## config.mk

```make
export PLATFORM = sky130hd
export DESIGN_NAME = conv_enc_k3
export DESIGN_NICKNAME = d
export VERILOG_FILES = /design/src/rtl/conv_enc_k3.sv
export SDC_FILE = /design/constraint.sdc
export NUM_CORES = 1
export LEC_CHECK = 0
export ABC_AREA = 1
export CAP_MARGIN = 20
export CORE_MARGIN = 10
export CORE_UTILIZATION = 40
export DETAILED_ROUTE_END_ITERATION = 8
export HOLD_SLACK_MARGIN = 0.1
export PLACE_DENSITY = 0.55
export SYNTH_ARGS = -nofsm -noshare
export SYNTH_HDL_FRONTEND = slang
export SYNTH_SLANG_ARGS = --single-unit
```

## constraint.sdc

```tcl
create_clock -name clk -period 3.3 [get_ports clk]
set_clock_uncertainty 0.15 [all_clocks]
set_input_delay 0.33 -clock clk [delete_from_list [all_inputs] [get_ports clk]]
set_output_delay 0.33 -clock clk [all_outputs]
set_load 0.02 [all_outputs]
```

## src/rtl/conv_enc_k3.sv

```systemverilog
// conv_enc_k3 -- rate-1/2, constraint-length-3 convolutional encoder.
//
// Accepts a serial frame of FRAME_LEN data bits over a valid/ready handshake.
// Each accepted bit produces one 2-bit code symbol. After the frame, two zero
// tail symbols drive the trellis back to state 00. The second tail symbol is
// flagged with enc_last.
//
// Parameters:
//   FRAME_LEN  data bits per frame (1..65535)
//   G0         generator for enc_sym[1]; bit 2 taps the current input bit
//   G1         generator for enc_sym[0]
//
// Ports:
//   clk        rising-edge clock
//   rst        asynchronous, active-high reset
//   din_bit    data bit
//   din_valid  din_bit valid
//   din_ready  encoder can accept din_bit this cycle
//   enc_sym    code symbol {g0 parity, g1 parity}
//   enc_valid  enc_sym valid
//   enc_ready  downstream accepts enc_sym
//   enc_last   final (second tail) symbol of a frame
//   frame_cnt  completed-frame counter, present only with CONV_ENC_FRAME_CNT_EN
//
// Optional feature macro: CONV_ENC_FRAME_CNT_EN
//   When defined, adds frame_cnt[15:0]. It counts handshaked enc_last symbols
//   and wraps from 16'hFFFF to 0.
module conv_enc_k3 #(
    parameter int unsigned FRAME_LEN = 8,
    parameter logic [2:0]  G0        = 3'b111,
    parameter logic [2:0]  G1        = 3'b101
) (
    input  logic        clk,
    input  logic        rst,
    input  logic        din_bit,
    input  logic        din_valid,
    output logic        din_ready,
    output logic [1:0]  enc_sym,
    output logic        enc_valid,
    input  logic        enc_ready,
    output logic        enc_last
`ifdef CONV_ENC_FRAME_CNT_EN
    ,
    output logic [15:0] frame_cnt
`endif
);

    typedef enum logic [1:0] {
        IDLE,
        DATA,
        TAIL
    } state_t;

    localparam logic [15:0] FRAME_LEN_W = 16'(FRAME_LEN);

    state_t      state, state_nxt;
    logic [1:0]  sr, sr_nxt;              // sr[1] = previous bit, sr[0] = the one before
    logic [15:0] bit_cnt, bit_cnt_nxt;
    logic        tail_cnt, tail_cnt_nxt;  // which of the two tail symbols is next
    logic        slot_free;
    logic        accept;
    logic        gen;                     // a symbol is loaded into the output register
    logic        u;                       // encoder input: din_bit, or 0 during the tail
    logic        last_nxt;
    logic [2:0]  v;
    logic [1:0]  sym_nxt;

    // The output register can take a new symbol if it is empty or being drained.
    assign slot_free = !enc_valid || enc_ready;
    assign din_ready = !rst && ((state == IDLE) || (state == DATA)) && slot_free;
    assign accept    = din_valid && din_ready;

    // NOTE: every signal written here gets a default first, so no path leaves
    // one unassigned and no latch is inferred.
    always_comb begin
        state_nxt    = state;
        sr_nxt       = sr;
        bit_cnt_nxt  = bit_cnt;
        tail_cnt_nxt = tail_cnt;
        gen          = 1'b0;
        u            = 1'b0;
        last_nxt     = 1'b0;

        case (state)
            IDLE, DATA: begin
                if (accept) begin
                    gen = 1'b1;
                    u   = din_bit;
                    // bit_cnt is 0 in IDLE, so FRAME_LEN==1 goes straight to TAIL.
                    if (bit_cnt + 16'd1 == FRAME_LEN_W) begin
                        state_nxt   = TAIL;
                        bit_cnt_nxt = '0;
                    end else begin
                        state_nxt   = DATA;
                        bit_cnt_nxt = bit_cnt + 16'd1;
                    end
                end
            end
            TAIL: begin
                if (slot_free) begin
                    gen          = 1'b1;
                    tail_cnt_nxt = !tail_cnt;
                    if (tail_cnt) begin
                        // Two zeros have been shifted in, so sr is 00 on return to IDLE.
                        last_nxt  = 1'b1;
                        state_nxt = IDLE;
                    end
                end
            end
            default: state_nxt = IDLE;
        endcase

        v       = {u, sr};
        sym_nxt = {^(v & G0), ^(v & G1)};
        if (gen) begin
            sr_nxt = {u, sr[1]};
        end
    end

    // NOTE: sequential state uses non-blocking assignments, so every register
    // samples values from before the clock edge.
    always_ff @(posedge clk or posedge rst) begin
        if (rst) begin
            state     <= IDLE;
            sr        <= '0;
            bit_cnt   <= '0;
            tail_cnt  <= 1'b0;
            enc_sym   <= '0;
            enc_valid <= 1'b0;
            enc_last  <= 1'b0;
        end else begin
            state    <= state_nxt;
            sr       <= sr_nxt;
            bit_cnt  <= bit_cnt_nxt;
            tail_cnt <= tail_cnt_nxt;
            if (gen) begin
                enc_sym   <= sym_nxt;
                enc_valid <= 1'b1;
                enc_last  <= last_nxt;
            end else if (enc_ready) begin
                // enc_sym keeps its last value; only the qualifiers drop.
                enc_valid <= 1'b0;
                enc_last  <= 1'b0;
            end
        end
    end

`ifdef CONV_ENC_FRAME_CNT_EN
    always_ff @(posedge clk or posedge rst) begin
        if (rst) begin
            frame_cnt <= '0;
        end else if (enc_valid && enc_ready && enc_last) begin
            frame_cnt <= frame_cnt + 16'd1;
        end
    end
`endif

endmodule

```

==> metrics.md, run 1 <==
| Metric | Value |
|---|---|
| Status | `complete, no violations` |
| Area post-placement | `between 1500 and 2000 um^2` |
| Worst vdd ir | `between 0.2 and 0.25 mV` |
| Final TNS setup | `0 ns` |
| Compound-Gate Fraction of Synth Area | `0.0766` |
| Static leakage | `slightly below 0.8 nW` |
| CORE AREA | `~3600 um^2` |
| Final WL | `roughly 3300 um` |
| Adder-cell share of the synthesized area | `0.00833` |
| Row count | `22` |
| Synth Warn # | `0` |
| Min cycle time layout | `2.18 ns` |
| # port buffers | `9` |
| Gpl congestion | `a little over 0.8` |
| XOR/XNOR Fraction of Synth Area | `0.0350` |
| Root Buffer | `clkbuf_8` |
| Max Clock Freq | `between 0.4 and 0.5 GHz` |
| HPWL Detailed | `approximately 2600 um` |
| Register area share after synthesis | `0.416` |
| Max Slew Vio Count | `0` |
| Clk network pwr share | `0.201` |
| Max-cap violation count | `0` |
| Switch Pwr | `0.374 mW` |
| Cells after Synth | `~210` |
| Worst-path clk slew | `approximately 0.090 ns` |
| TritonRoute pass-1 iters | `4` |
| Worst setup EP type | `output pin` |
| Die Width | `about 80 um` |
| Startpoint Class | `primary input` |
| Starting Density | `0.414` |
| Total placed cells including tap cells | `approximately 270` |
| Area of the die | `around 6600 um^2` |
| DR iter-0 viols | `between 70 and 80` |
| Sw Share | `0.390` |
| Worst-margin pin slew | `about 0.95 ns` |
| Sequential share of power | `0.476` |
| Pin count of the biggest net entering global routing | `26` |
| RSZ-0062 raised after global routing | `false` |
| I/O pins | `10` |
| Syn avg cell area | `approximately 7.0 um^2` |
| Hold_buf cts | `0` |
| Die Height | `~81 um` |
| Nets | `approximately 230` |
| Ranking of synthesized cells by area | `dfrtp_1 (42%), nand2_1 (20%), inv_1 (6.0%)` |
| Fraction of layout instances using a drive strength above 1 | `0.0756` |
| Mapped Nets | `220` |
| Antenna Cells | `0` |
| Global-route wire length before repair | `between 5000 and 6000 um` |
| GRT overflow | `0` |
| Most area-hungry cell type in the Yosys netlist | `dfrtp_1` |
| Initial antenna violation count | `0` |
| Classification of the worst setup path | `primary input to output pin` |
| Main combinational cell family by area after synthesis | `simple AND/OR/NAND/NOR gates` |
| DRC | `0` |
| Post_cts resized | `0` |
| Vias | `1,352` |
| WL/cell | `about 12 um` |
| Post-CTS Setup Bufs | `0` |
| Antenna viol nets, final | `0` |
| CTS tree | `yes` |
| Post-Synthesis Cell Area | `between 1500 and 2000 um^2` |
| Non-Filler Instances | `around 270` |
| Post-synthesis mux area share | `0` |
| Cell area after layout | `~1700 um^2` |
| Post-Route Utilization | `0.466` |
| Clock tree sinks | `25` |
| CTS Buf Count | `3` |
| GRT Util Overall | `0.108` |
| Hold Path Class | `flop to flop` |
| Hold Fails Final Rpt | `0` |
| Crit path DAT | `between 1.5 and 2 ns` |
| Relative slew slack | `0.368` |
| Vias in the first global route | `around 1,300` |
| Combinational Power Share | `0.323` |
| Int Power | `about 0.59 mW` |
| Vias per std cell | `slightly below 5` |
| Yosys cell types | `20` |
| Area growth syn-to-layout | `12.7%` |
| Synth top area share | `0.416` |
| Flop and latch count out of synthesis | `25` |
| Bufs on Longest Clock Path | `2` |
| Htree depth | `1` |
| Fin crit share | `0.662` |
| Setup violators final | `0` |
| Pwr/cell area | `between 500 and 600 nW/um^2` |
| Worst-skew pair later-pin latency | `0.28 ns` |
| Crit path required time | `~2.8 ns` |
| Synth Area in Simple Gates | `0.394` |
| CP Max Fanout | `3` |
-- per-stage QoR --
step           total power, mW  worst slack (ns)  hold WS (ns)
3_3_place_gp             0.769              1.02         0.317
3_5_place_dp             0.776             0.952         0.334
4_1_cts                  0.970              1.12         0.356
6_report                 0.960              1.12         0.351
5_1_grt                   1.04              1.06         0.391
2_1_floorplan            0.685              1.41         0.207
-- power groups by stage --
stage / sequential (mW) / clock [mW] / combinational [mW]
after CTS: 0.458 / 0.199 / 0.313
after global placement: 0.461 / 0 / 0.308
final: 0.457 / 0.193 / 0.310
after floorplan: 0.454 / 0 / 0.232
after detailed placement: 0.464 / 0 / 0.312
after global routing: 0.471 / 0.212 / 0.358
-- cells in the mapped netlist (all sizes together) --
library cell   n
nand3b         1
ha             1
o21bai         4
xor2           4
buf            1
a32o           1
o21ai         15
nor2          28
nor3           1
inv           24
nand4          6
xnor2          2
dfrtp         25
nand2         85
nand3         14
clkbuf         2
-- state kept, by name (all words and copies together) (netlist names) --
register / flops
tail_cnt: 1
enc_last: 1
sr: 2
state: 2
enc_valid: 1
bit_cnt: 16
enc_sym: 2
-- worst max-delay path: stages --
cell and delay [ns]:
clkdlybuf4s50_1 0.47, nor2_1 0.07, nor3_2 0.17, clkdlybuf4s50_1 0.66
-- kinds of logic (layout without fill, tap and decap cells) --
family,Yosys count,in the layout
AO/OA/AOI/OAI,20,20
buffers and inverters,27,38
adder cells (fa/ha/maj),1,1
AND/OR/NAND/NOR,135,135
XOR/XNOR,6,6
flip-flops,25,25
-- routing by layer --
metal	routed length (um)	global-route usage	share of wire	up-vias
met4	47	0.0415	0.014	0
met3	76	0.0199	0.023	5
met1	1600	0.144	0.49	635
met2	1530	0.167	0.47	16
li1	-	-	-	696
met5	0	0	0	-
-- worst paths after layout --
kind | start | endpoint | slack [ns] | depth (start not counted)
max | enc_ready | din_ready | 1.12 | 4
min | enc_sym[1]$_DFFE_PP0P_ | enc_sym[1]$_DFFE_PP0P_ | 0.35 | 2
max reg2reg | bit_cnt[0]$_DFFE_PP0P_ | state[0]$_DFFE_PP0P_ | 1.29 | 10
min reg2reg | enc_sym[1]$_DFFE_PP0P_ | enc_sym[1]$_DFFE_PP0P_ | 0.35 | 2
max in group asynchronous | rst | bit_cnt[10]$_DFFE_PP0P_ | 1.96 | 2
min in group asynchronous | rst | tail_cnt$_DFFE_PP0P_ | 0.46 | 2
-- cell type report --
type,instances,area (um^2)
Fill cell,388,1940
Tap cell,48,60.1
Clock inverter,1,7.51
Clock buffer,3,41.3
Inverter,24,90.1
Sequential cell,25,626
Timing Repair Buffer,10,97.6
Multi-Input combinational cell,162,772
-- cell usage in the layout, fill, tap and decap left out, drive strengths merged --
cell type,count
xor2,4
ha,1
o21bai,4
o21ai,15
clkinvlp,1
nor2,28
nand3,14
nor3,1
nand3b,1
clkdlybuf4s50,9
clkbuf,3
nand4,6
dfrtp,25
nand2,85
inv,24
buf,1
xnor2,2
a32o,1
No activity file was read; power rests on OpenSTA's default activity.
==> run 2: changes to the inputs <==
--- a/config.mk
+++ b/config.mk
@@ -11,7 +11,7 @@
 export CORE_UTILIZATION = 40
 export DETAILED_ROUTE_END_ITERATION = 8
 export HOLD_SLACK_MARGIN = 0.1
-export PLACE_DENSITY = 0.55
+export PLACE_DENSITY = 0.57
 export SYNTH_ARGS = -nofsm -noshare
 export SYNTH_HDL_FRONTEND = slang
 export SYNTH_SLANG_ARGS = --single-unit
==> constraint.sdc (replaced) <==
create_clock -name clk -period 2 [get_ports clk]
set_clock_uncertainty 0.15 [all_clocks]
set_input_delay 0.2 -clock clk [delete_from_list [all_inputs] [get_ports clk]]
set_output_delay 0.2 -clock clk [all_outputs]
set_load 0.02 [all_outputs]
==> run 2 against run 1 <==
Critical path depth rose by 8. Sequential power rose by 64%. Register-to-register slack worse by 1.2 ns. Clock power rose by 52%. Combinational power increased by 89%. Sequential share of layout area decreased by 1.7 points. Power up 70%. Critical endpoint is now bit_cnt[0]$_DFFE_PP0P_. Cell count increased by 2.2%. Count of clock-buffer cells in the layout is 1 higher. Design area grew 4.8%. Highest routed layer unchanged. Sequential cell count stayed put.
==> metrics.md, run 2 (same netlist as run 1, synthesis figures left out) <==
| Metric | Value |
|---|---|
| CORE AREA | `3630 um^2` |
| Area of the multi-input gates | `797 um^2` |
| Fraction of layout instances using a drive strength above 1 | `0.121` |
| Initial antenna violation count | `0` |
| Worst-skew pair later-pin latency | `0.26 ns` |
| Setup violators final | `0` |
| Register-to-Register Path Depth | `12` |
| Antenna viol nets, final | `0` |
| Max Slew Vio Count | `0` |
| Area of the die | `roughly 6600 um^2` |
| Worst vdd ir | `roughly 0.50 mV` |
| Setup WS post-layout | `between 0.1 and 0.15 ns` |
| Classification of the worst setup path | `flop to flop` |
| Pin count of the biggest net entering global routing | `26` |
| Hold_buf cts | `0` |
| Commonest non-fill, non-tap cell in the layout | `nand2_1` |
| Most frequent cells in the layout | `nand2_1 (79), dfrtp_1 (25), inv_1 (24)` |
| Global-route wire length before repair | `5530 um` |
| Filler instances | `360` |
| GRT overflow | `0` |
| Pre-CTS setup slack | `~0.076 ns` |
| Nets | `~240` |
| Hold Fails Final Rpt | `0` |
| Max Clock Freq | `between 0.5 and 0.6 GHz` |
| Area post-placement | `roughly 1700 um^2` |
| HPWL Detailed | `between 2000 and 3000 um` |
| Htree depth | `1` |
| Antenna Cells | `0` |
| Crit path required time | `around 2 ns` |
| Cell area after layout | `roughly 1800 um^2` |
| Total Power | `approximately 1.6 mW` |
| Static leakage | `just over 0.8 nW` |
| Worst setup EP type | `flop` |
| Vias per std cell | `~4.7` |
| Vias | `between 1,000 and 1,500` |
| TritonRoute pass-1 iters | `4` |
| Reg with most FFs | `bit_cnt` |
| Hold Path Class | `primary input to asynchronous set/reset pin` |
| Min cycle time layout | `1.86 ns` |
| Starting Density | `0.414` |
| FF/Latch Area | `626 um^2` |
| Pwr/cell area | `918 nW/um^2` |
| Die Width | `81.3 um` |
| Status | `complete, no violations` |
| Non-Filler Instances | `around 280` |
| CTS Buf Count | `3` |
| Area growth syn-to-layout | `18.2%` |
| Final WL | `about 3300 um` |
| DR iter-0 viols | `72` |
| Total placed cells including tap cells | `271` |
| Largest register FFs | `16` |
| Fin crit share | `0.932` |
| CP Max Fanout | `7` |
| CTS tree | `yes` |
| Startpoint Class | `flop` |
| Worst-margin pin slew | `0.335 ns` |
| I/O pins | `10` |
| WL/cell | `between 10 and 15 um` |
| # port buffers | `9` |
| RSZ-0062 raised after global routing | `true` |
| Clock tree sinks | `25` |
| Crit path DAT | `roughly 1.9 ns` |
| Relative slew slack | `0.776` |
| Row count | `22` |
| Bufs on Longest Clock Path | `2` |
| DRC | `0` |
| Max-cap violation count | `0` |
| Vias in the first global route | `1,196` |
| Worst-path clk slew | `about 0.080 ns` |
| Gpl congestion | `0.836` |
| Root Buffer | `clkbuf_8` |
| Die Height | `between 80 and 90 um` |
| GRT Util Overall | `0.105` |
| Final TNS setup | `0 ns` |
==> run 2: cell types whose count changed in the layout (fill, tap and decap cells not counted), sizes merged <==
cell / before / now
clkdlybuf4s50: 9 / 8
buf: 1 / 7
clkinvlp: 1 / 0
dlymetal6s2s: 0 / 1
clkbuf: 3 / 4
==> run 2: metal layers <==
metal  wire length [um]  share of wire  vias up  GRT usage
met5                  0              0        -          0
met4                 19         0.0058        0     0.0156
met3                114          0.035        2     0.0232
met2               1460           0.44       13      0.163
met1               1690           0.51      598      0.147
li1                   -              -      711          -
==> run 2: final cells by class <==
cell class / instances / area share
Timing Repair Buffer: 16 / 0.0888
Clock buffer: 4 / 0.0254
Multi-Input combinational cell: 162 / 0.449
Tap cell: 48 / 0.0338
Inverter: 24 / 0.0507
Sequential cell: 25 / 0.352
==> run 2: worst paths after layout <==
path | startpoint | to | slack (ns)
worst max-delay path | bit_cnt[1]$_DFFE_PP0P_ | bit_cnt[0]$_DFFE_PP0P_ | 0.14
worst min-delay path | rst | enc_last$_DFFE_PP0P_ | 0.18
worst max register to register | bit_cnt[1]$_DFFE_PP0P_ | bit_cnt[0]$_DFFE_PP0P_ | 0.14
worst min register to register | enc_sym[1]$_DFFE_PP0P_ | enc_sym[1]$_DFFE_PP0P_ | 0.34
max in group asynchronous | rst | enc_valid$_DFFE_PP0P_ | 1.26
min in group clk | enc_sym[1]$_DFFE_PP0P_ | enc_sym[1]$_DFFE_PP0P_ | 0.34
==> run 2: repair_timing <==
action	4_1_cts	5_1_grt
endpoints found under the setup margin	0	5
gates resized for setup	0	9
buffers inserted	0	4
==> run 2: metrics by stage <==
stage / util / hold WS (ns)
final: 0.489 / 0.181
after global routing: 0.489 / 0.243
after floorplan: - / 0.0773
after CTS: 0.473 / 0.192
after detailed placement: 0.460 / 0.318
after global placement: 0.460 / 0.317
==> run 2: worst max-delay path: stages (launching register included) <==
cell and delay, ns:
dfrtp_1 0.39, ha_2 0.21, nand2_2 0.08, nor2_4 0.20
nand3_1 0.10, nand2_1 0.08, nand2_2 0.07, nor2_2 0.08
nand2_1 0.07, nor2_2 0.15, nand2_2 0.08, nand2_1 0.06
nand2_1 0.05
==> run 2: power by group <==
group | switching (mW) | leakage [nW] | internal (mW)
Clock | 0.152 | 0.0228 | 0.142
Sequential | 0.126 | 0.316 | 0.625
Combinational | 0.339 | 0.489 | 0.247
==> run 3: changes to the inputs <==
--- a/config.mk
+++ b/config.mk
@@ -7,7 +7,7 @@
 export LEC_CHECK = 0
 export ABC_AREA = 1
 export CAP_MARGIN = 20
-export CORE_MARGIN = 10
+export CORE_MARGIN = 2
 export CORE_UTILIZATION = 40
 export DETAILED_ROUTE_END_ITERATION = 8
 export HOLD_SLACK_MARGIN = 0.1
==> run 3 against run 2 <==
Sequential share of layout area down 0.52 points. Largest power group unchanged. Combinational power shrank 3%. Critical path type unchanged. Critical endpoint unchanged. Hold slack worse by 0.014 ns.
==> metrics.md, run 3 (same netlist as run 1, synthesis figures left out) <==
| Metric | Value |
|---|---|
| Crit path DAT | `around 1.9 ns` |
| Setup violators final | `0` |
| Classification of the worst setup path | `flop to flop` |
| Antenna viol nets, final | `0` |
| Fin crit share | `0.963` |
| Initial antenna violation count | `0` |
| Hold Fails Final Rpt | `0` |
| # port buffers | `9` |
| Non-Filler Instances | `approximately 280` |
| Bufs on Longest Clock Path | `2` |
| Startpoint Class | `flop` |
| Filler instances | `roughly 370` |
| Root Buffer | `clkbuf_8` |
| Htree depth | `1` |
| Nets | `about 240` |
| DR iter-0 viols | `100` |
| Vias | `1,324` |
| Final WL | `roughly 3200 um` |
| GRT overflow | `0` |
| Worst-margin pin slew | `roughly 0.33 ns` |
| Most frequent cells in the layout | `nand2_1 (75), inv_1 (24), dfrtp_1 (24)` |
| Die Width | `between 60 and 70 um` |
| Crit path required time | `just over 2 ns` |
| Hold_buf cts | `0` |
| Hold Path Class | `primary input to asynchronous set/reset pin` |
| I/O pins | `10` |
| Die Height | `about 65 um` |
| WL/cell | `~12 um` |
| Worst setup EP type | `flop` |
| Worst-skew pair later-pin latency | `around 0.27 ns` |
| Vias per std cell | `around 4.8` |
| Row count | `22` |
| CORE AREA | `between 3000 and 4000 um^2` |
| R2R Path End | `bit_cnt[0]$_DFFE_PP0P_` |
| Global-route wire length before repair | `~5300 um` |
| Reg with most FFs | `bit_cnt` |
| Starting Density | `0.414` |
| Reg2reg start | `bit_cnt[1]$_DFFE_PP0P_` |
| Max Slew Vio Count | `0` |
| Static leakage | `slightly above 0.8 nW` |
| Total placed cells including tap cells | `about 270` |
| Pwr/cell area | `about 920 nW/um^2` |
| CTS tree | `yes` |
| Area growth syn-to-layout | `20.1%` |
| Pin count of the biggest net entering global routing | `26` |
| RSZ-0062 raised after global routing | `true` |
| Worst vdd ir | `0.507 mV` |
| Register-to-Register Path Depth | `12` |
| CP Max Fanout | `7` |
| Max-cap violation count | `0` |
| Reg2reg setup slack | `0.07 ns` |
| TritonRoute pass-1 iters | `4` |
| Clock tree sinks | `25` |
| HPWL Detailed | `approximately 2400 um` |
| Status | `complete, no violations` |
| Commonest non-fill, non-tap cell in the layout | `nand2_1` |
| Gpl congestion | `between 0.8 and 0.9` |
| DRC | `0` |
| Area of the die | `~4300 um^2` |
| Vias in the first global route | `approximately 1,200` |
| Post-Route Utilization | `0.497` |
| Worst-path clk slew | `0.09 ns` |
| Fraction of layout instances using a drive strength above 1 | `0.157` |
| GRT Util Overall | `0.163` |
| Min cycle time layout | `1.93 ns` |
| Max Clock Freq | `between 0.5 and 0.6 GHz` |
| Largest register FFs | `16` |
| Relative slew slack | `0.779` |
| Antenna Cells | `0` |
| CTS Buf Count | `3` |
[run 3: cell types whose count changed in the layout (fill, tap and decap cells not counted), sizes merged]
cell / delta
clkinv: +1
clkbuf: -1
buf: -2
[run 3: routing by layer]
| layer | vias up | GRT usage | part of all wire |
|---|---|---|---|
| met3 | 2 | 0.0360 | 0.020 |
| met1 | 608 | 0.238 | 0.51 |
| met5 | - | 0 | 0 |
| met2 | 7 | 0.245 | 0.46 |
| met4 | 0 | 0.0391 | 0.0081 |
| li1 | 707 | - | - |
[run 3: critical path, stage by stage, from the launching register on]
cell and delay [ns]:
dfrtp_1 0.43, ha_4 0.19, nand2_2 0.08, nor2_4 0.23, nand3_2 0.10, nand2_2 0.09
nand2_2 0.07, nor2_4 0.08, nand2_1 0.06, nor2_2 0.13, nand2_2 0.09, nand2_2 0.06
nand2_1 0.04
[run 3: power breakdown]
part / leakage, nW / switching, mW / total (mW) / internal, mW
clock: 0.0255 / 0.169 / 0.309 / 0.140
sequential: 0.315 / 0.151 / 0.776 / 0.626
combinational: 0.479 / 0.339 / 0.571 / 0.232
total: 0.820 / 0.659 / 1.66 / 0.997
[run 3: cell type report]
cell class,count,area [um^2],share of cell area
Multi-Input combinational cell,162,852,0.472
Sequential cell,25,627,0.347
Timing Repair Buffer,14,130,0.0721
Inverter,24,90.1,0.0499
Tap cell,48,60.1,0.0333
Clock buffer,3,41.3,0.0229
Clock inverter,1,5.00,0.00277
[run 3: per-stage QoR]
stage | setup slack (ns) | power [mW] | hold slack, ns | cell area (um^2) | setup TNS, ns
floorplan | 0.109 | 1.13 | 0.0773 | 1500 | 0
global placement | 0.0792 | 1.28 | 0.313 | 1670 | 0
detailed placement | 0.106 | 1.28 | 0.337 | 1670 | 0
CTS | 0.0757 | 1.59 | 0.191 | 1710 | 0
global route | -0.0640 | 1.79 | 0.206 | 1810 | -0.129
finish | 0.0748 | 1.66 | 0.167 | 1810 | 0
[run 3: worst max path at each step]
stage | start | to
after CTS | enc_valid$_DFFE_PP0P_ | din_ready
after floorplan | enc_valid$_DFFE_PP0P_ | enc_sym[1]$_DFFE_PP0P_
after detailed placement | bit_cnt[0]$_DFFE_PP0P_ | bit_cnt[0]$_DFFE_PP0P_
final | bit_cnt[1]$_DFFE_PP0P_ | bit_cnt[0]$_DFFE_PP0P_
after global routing | bit_cnt[1]$_DFFE_PP0P_ | bit_cnt[1]$_DFFE_PP0P_
after global placement | enc_ready | din_ready
[run 3: repair_timing]
item                                    4_1_cts  5_1_grt
gates resized for setup                       0       22
endpoints found under the setup margin        0        5
buffers inserted                              0        1
